File: config.mk
export PLATFORM = sky130hd
export DESIGN_NAME = sound_frame_seq
export DESIGN_NICKNAME = d
export VERILOG_FILES = /design/src/rtl/sound_frame_seq.sv
export SDC_FILE = /design/constraint.sdc
export NUM_CORES = 1
export LEC_CHECK = 0
export CAP_MARGIN = 20
export CORE_MARGIN = 1
export CORE_UTILIZATION = 55
export CTS_CLUSTER_SIZE = 10
export DETAILED_ROUTE_END_ITERATION = 16
export PLACE_DENSITY = 0.8
export SLEW_MARGIN = 20
export SYNTH_ARGS = -nofsm -noshare
export SYNTH_HDL_FRONTEND = slang
export SYNTH_SLANG_ARGS = --single-unit
File: constraint.sdc
create_clock -name clk -period 2.41 [get_ports clk]
set_input_delay 0.482 -clock clk [delete_from_list [all_inputs] [get_ports clk]]
set_output_delay 0.482 -clock clk [all_outputs]
set_load 0.03 [all_outputs]
File: src/rtl/sound_frame_seq.sv
// APU frame sequencer: divides the system clock to 512 Hz, walks an 8-step
// sequence and emits fixed-width length / sweep / envelope strobes.
module sound_frame_seq #(
    parameter int unsigned DIV_RATIO    = 8192,
    parameter int unsigned PULSE_CYCLES = 4
) (
    input  logic       clk,
    input  logic       rst_n,
    input  logic       apu_en,
    input  logic       div_reset,
    output logic [2:0] step,
    output logic       tick_512,
    output logic       clk_length,
    output logic       clk_sweep,
    output logic       clk_vol_env
);

    localparam int unsigned PW = $clog2(DIV_RATIO);
    localparam int unsigned CW = (PULSE_CYCLES > 1) ? $clog2(PULSE_CYCLES) : 1;
    localparam logic [PW-1:0] PRESC_MAX = PW'(DIV_RATIO - 1);
    localparam logic [CW-1:0] PCNT_LOAD = CW'(PULSE_CYCLES - 1);
    localparam logic [2:0]    STEP_RST  = 3'd7;

    logic [PW-1:0] presc_q, presc_d;
    logic [2:0]    step_q, step_d;
    logic [CW-1:0] pcnt_q, pcnt_d;
    logic          tick_q, tick_d;
    logic          len_q, len_d;
    logic          sweep_q, sweep_d;
    logic          env_q, env_d;
    logic [2:0]    step_nx;

    assign step_nx = step_q + 3'd1;

    // Next-state: disable dominates, then prescaler restart, then terminal count
    always_comb begin
        presc_d = presc_q + PW'(1);
        step_d  = step_q;
        pcnt_d  = pcnt_q;
        tick_d  = 1'b0;
        len_d   = len_q;
        sweep_d = sweep_q;
        env_d   = env_q;

        // Pulse-width countdown runs whenever no new step is entered
        if (pcnt_q == '0) begin
            len_d   = 1'b0;
            sweep_d = 1'b0;
            env_d   = 1'b0;
        end else begin
            pcnt_d = pcnt_q - CW'(1);
        end

        if (!apu_en) begin
            presc_d = '0;
            step_d  = STEP_RST;
            pcnt_d  = '0;
            len_d   = 1'b0;
            sweep_d = 1'b0;
            env_d   = 1'b0;
        end else if (div_reset) begin
            presc_d = '0;
        end else if (presc_q == PRESC_MAX) begin
            presc_d = '0;
            step_d  = step_nx;
            tick_d  = 1'b1;
            pcnt_d  = PCNT_LOAD;
            len_d   = ~step_nx[0];
            sweep_d = (step_nx == 3'd2) || (step_nx == 3'd6);
            env_d   = (step_nx == 3'd7);
        end
    end

    always_ff @(posedge clk or negedge rst_n) begin
        if (!rst_n) begin
            presc_q <= '0;
            step_q  <= STEP_RST;
            pcnt_q  <= '0;
            tick_q  <= 1'b0;
            len_q   <= 1'b0;
            sweep_q <= 1'b0;
            env_q   <= 1'b0;
        end else begin
            presc_q <= presc_d;
            step_q  <= step_d;
            pcnt_q  <= pcnt_d;
            tick_q  <= tick_d;
            len_q   <= len_d;
            sweep_q <= sweep_d;
            env_q   <= env_d;
        end
    end

    assign step        = step_q;
    assign tick_512    = tick_q;
    assign clk_length  = len_q;
    assign clk_sweep   = sweep_q;
    assign clk_vol_env = env_q;

endmodule

# Yosys cells after proc, flatten, opt, wreduce, memory -nomap -nowiden
# Index checks and enable logic that the tools add are counted.
[classes]
addsub = 3
eq_ne = 6
n_reduce_logical = 3
muxes = 25
bitwise_logic = 1
[op_table]
columns = ["op", "n"]
rows = [
  ["$mux 13", 3],
  ["$mux 1", 15],
  ["$add 13x1->13 const B", 1],
  ["$eq 13x13->1 const B", 1],
  ["$mux 3", 3],
  ["$mux 2", 4],
  ["$eq 3x3->1 const B", 2],
  ["$add 3x1->3 const B", 1],
  ["$eq 3x2->1 const B", 1],
  ["$logic_not 2->1", 1],
  ["$ne 2x1->1 const B", 1],
  ["$ne 2x2->1 const B", 1],
  ["$reduce_and 2->1", 1],
  ["$sub 2x1->2 const B", 1],
  ["$logic_or 1x1->1", 1],
  ["$not 1->1", 1],
]
[totals]
elab_cells = 45
output_inout_bits = 7
input_bits = 4
register_bits = 22

# Longest topological paths before layout
[depth]
ltp_word = 6
depth_mapped = 5
depth_no_buf = 4

# Least setup slack after synthesis
# Ideal clock, no wire load.
[synth_timing]
kind = "flip-flop to flip-flop"
from = "register presc_q[0]"
to = "register step_q[0] (netlist: step[0])"
setup_time_ns = 0.082
t_arrival_ns = 1.634
synth_period_minus_slack_ns = 1.716
n_path_buf = 0
stages_incl_launch_ff = 5
slack_ns = 0.694
required_time_ns = 2.328
cell_sequence = "dfrtp_1 > ha_1 > nand3_1 > nor4_4 > mux2_4"
[synth_via]
elab_chain_cells = 3
[synth_lines]
columns = ["item", "line_no", "text"]
rows = [
  ["start, declared", "24", "logic [PW-1:0] presc_q, presc_d;"],
  ["start signal, assigned", "84", "presc_q <= presc_d;"],
  ["$eq 13x13->1", "63", "end else if (presc_q == PRESC_MAX) begin"],
  ["$ne 2x1->1 (no line)", "--", ""],
  ["$reduce_and 2->1 (no line)", "--", ""],
  ["end signal, assigned", "85", "step_q <= step_d;"],
  ["end, declared", "25", "logic [2:0] step_q, step_d;"],
]
# No other way between the ends.
# A chain may end at the register's enable or synchronous reset.

# Worst setup path after layout
[layout_timing]
from = "register step_q[0] (netlist: step[0])"
to = "output port step[0]"
[layout_rtl]
columns = ["item", "line_no", "text"]
rows = [
  ["end, declared", "11", "output logic [2:0] step,"],
]
# No word-level cell between the ends.

==> load_flow_metrics.sql <==
INSERT INTO impl_metrics (metric_group, metric, value, unit) VALUES
('finish', 'final_core_util', '69.2', '%'),
('finish', 'flow.area_growth_from_synthesis', '17.2', '%'),
('worst_hold_path', 'timing.hold.worst_path_depth', '1', ''),
('worst_setup_path', 'critical_path.startpoint_type', 'flop', ''),
('timing', 'fin_skew', '0.00200', 'ns'),
('yosys', 'syn-num-nets', '117', ''),
('yosys', 'synth.cell_area', '1160', 'um2'),
('grt', 'antenna_violations_before_repair', '0', ''),
('grt', 'globalRouteMet2Util', '34.3', '%'),
('run', 'number_of_max_capacitance_violations_reported', '0', ''),
('worst_setup_path', 'cpMaxStageDelayCell', 'clkdlybuf4s50_1', ''),
('drt', 'wl', '2080', 'um'),
('worst_setup_path', 'cpPeakStageDelay', '0.68', 'ns'),
('clock_tree', 'tritoncts', 'yes', ''),
('drt', 'route.detailed.vias_per_inst', '5.67', ''),
('yosys', 'yosys_warnings', '0', ''),
('die', 'floorplan.core_area', '1960', 'um2'),
('timing', 'max_clock_freq', '0.484', 'GHz'),
('clock_tree', 'clkSlewWorstSetupHoldPaths', '0.12', 'ns'),
('yosys', 'synth_most_common_cell', 'dfrtp_1', ''),
('die', 'placement_rows', '16', ''),
('timing', 'final_hold_viol_count', '0', ''),
('clock_tree', 'post_cts_resize_count', '0', ''),
('drt', 'antenna_violating_nets_post_route', '0', ''),
('timing', 'period_minus_slack', '2.07', 'ns'),
('worst_hold_path', 'hold_end', 'presc_q[0]', ''),
('clock_tree', 'cts_htree_levels', '1', ''),
('pwr', 'power.switching_fraction', '19.6', '%'),
('yosys', 'netlist.top_cell.by_area', 'dfrtp_1', ''),
('pwr', 'cell_internal_pwr', '550', 'uW'),
('grt', 'grt-busiest-layer', 'met2', ''),
('worst_setup_path', 'arrival_worst_endpoint', '1.58', 'ns'),
('worst_hold_path', 'worstHoldStart', 'presc_q[0]', ''),
('worst_setup_path', 'worst_r2r_endpoint', 'step[1]', ''),
('drt', 'dr.first_iter.drc_count', '21', ''),
('die', 'die_y', '47.9', 'um'),
('placement', 'routabilityCongestion', '0.804', ''),
('placement', 'dp_hpwl', '1510', 'um'),
('die', 'num_io_pins', '11', ''),
('status', 'outcome', 'completed', ''),
('grt', 'groute.layer.met1.usage', '25.8', '%'),
('worst_setup_path', 'timing.setup.critical_path_class', 'reg -> out', ''),
('worst_setup_path', 'timing.critical_path.buf_inv', '1', ''),
('worst_setup_path', 'critical_path.reg2reg.startpoint', 'presc_q[0]', ''),
('timing', 'worst_slew_pin_slew', '0.587', 'ns'),
('finish', 'antenna-diode-count', '0', ''),
('pwr', 'clock_power_share', '41.5', '%'),
('clock_tree', 'root_buffer', 'clkbuf_4', ''),
('grt', 'global_route.usage.met3', '9.06', '%'),
('timing', 'maxSlewHeadroom', '60.6', '%'),
('yosys', 'post_synth_inst_count', '109', ''),
('timing', 'setup-violations-final', '0', ''),
('grt', 'groute.usage.overall', '21.2', '%'),
('die', 'starting_density_of_the_core', '59.1', '%'),
('pwr', 'power.leakage', '0.589', 'nW'),
('pwr', 'cellPowerDensity', '504', 'nW/um2'),
('finish', 'share_of_final_layout_standard_cells_stronger_than_drive_strength_1', '16.8', '%'),
('clock_tree', 'worst_skew_pair.late_latency', '0.31', 'ns'),
('pwr', 'comb_power_share', '4.1', '%'),
('worst_setup_path', 'worst-path-max-fanout', '5', ''),
('grt', 'overflow', '0', ''),
('yosys', 'synth.top_cells.by_count', '19 x dfrtp_1, 9 x nand3_1, 8 x nand2_1', ''),
('finish', 'layout.cell_area.non_filler', '1360', 'um2'),
('grt', 'grt_pass1_wl', '3220', 'um'),
('timing', 'grt_setup_unrepaired', 'false', ''),
('clock_tree', 'cts-buffers-inserted', '3', ''),
('yosys', 'netlist.area_leader.share', '41.0', '%'),
('clock_tree', 'clock_sink_count', '22', ''),
('die', 'die_w', '47.9', 'um'),
('finish', 'finalNetCount', '134', ''),
('clock_tree', 'hold_bufs_at_cts', '0', '');
==> kinds of logic after synthesis <==
| family | after synthesis | share of synthesized area [%] |
|---|---|---|
| AOI/OAI and AO/OA | 17 | 8.86 |
| muxes | 7 | 7.02 |
| buffers and inverters | 8 | 3.45 |
| and+or+nand+nor | 47 | 25.5 |
| adders and majority gates | 4 | 4.32 |
| xor gates and xnor gates | 4 | 3.02 |
| DFF | 22 | 47.8 |
==> stage by stage <==
| step | total power [mW] | hold slack (ns) | setup slack (ns) | instances |
|---|---|---|---|---|
| after floorplan | 0.390 | 0.186 | 0.694 | 109 |
| after global placement | 0.407 | 0.469 | 0.324 | 148 |
| after detailed placement | 0.407 | 0.473 | 0.283 | 148 |
| after CTS | 0.688 | 0.491 | 0.337 | 152 |
| after global routing | 0.710 | 0.505 | 0.288 | 152 |
| final | 0.684 | 0.495 | 0.344 | 152 |
==> power groups by stage <==
stage	registers (mW)	clock network [mW]	logic, mW
final	0.372	0.283	0.0278
after global routing	0.373	0.305	0.0321
after CTS	0.372	0.287	0.0285
after detailed placement	0.379	0	0.0283
after global placement	0.379	0	0.0276
after floorplan	0.379	0	0.0111
==> sequential cells by signal, indices dropped and copies added, names as in the netlist <==
register     count
clk_length       1
tick_512         1
step             3
presc_q         13
clk_vol_env      1
clk_sweep        1
pcnt_q           2
==> routing by layer <==
layer	vias up	share of wire [%]
met5	-	0
met4	0	1.6
met3	4	4.2
met2	13	49
met1	421	45
li1	424	-
==> how the worst max path moves through the flow <==
stage	end	slack [ns]	from	cells after the start
finish	step[0]	0.34	step[0]	1
detailed placement	step[1]	0.28	div_reset	4
floorplan	step[0]	0.69	presc_q[0]	4
global placement	step[1]	0.32	div_reset	4
CTS	step[0]	0.34	step[0]	1
global route	step[0]	0.29	step[0]	1
==> layout make-up <==
| cell class | count | area, um2 |
|---|---|---|
| fill | 160 | 604 |
| multi-input combinational | 79 | 564 |
| sequential | 22 | 554 |
| timing repair buffer | 14 | 130 |
| tap | 27 | 33.8 |
| clock inverter | 1 | 30.0 |
| clock buffer | 3 | 22.5 |
| inverter | 6 | 22.5 |
==> worst register-to-register path, cell delays in order, from the launching register on <==
cell     delay (ns)
dfrtp_1        0.41
ha_1           0.21
nand3_1        0.17
nor4_4         0.60
mux2_4         0.35
==> cells in the final DEF (no fill, tap or decap), types with 4 or more instances in the layout <==
cell and count:
o21ai_0 4, inv_1 6, a21oi_1 6, mux2i_1 4, dfrtp_1 19, clkdlybuf4s50_1 10, nand3_1 9, ha_1 4
nand2_1 8, nor2_1 6, buf_4 4
No activity file was read; power rests on OpenSTA's default activity.
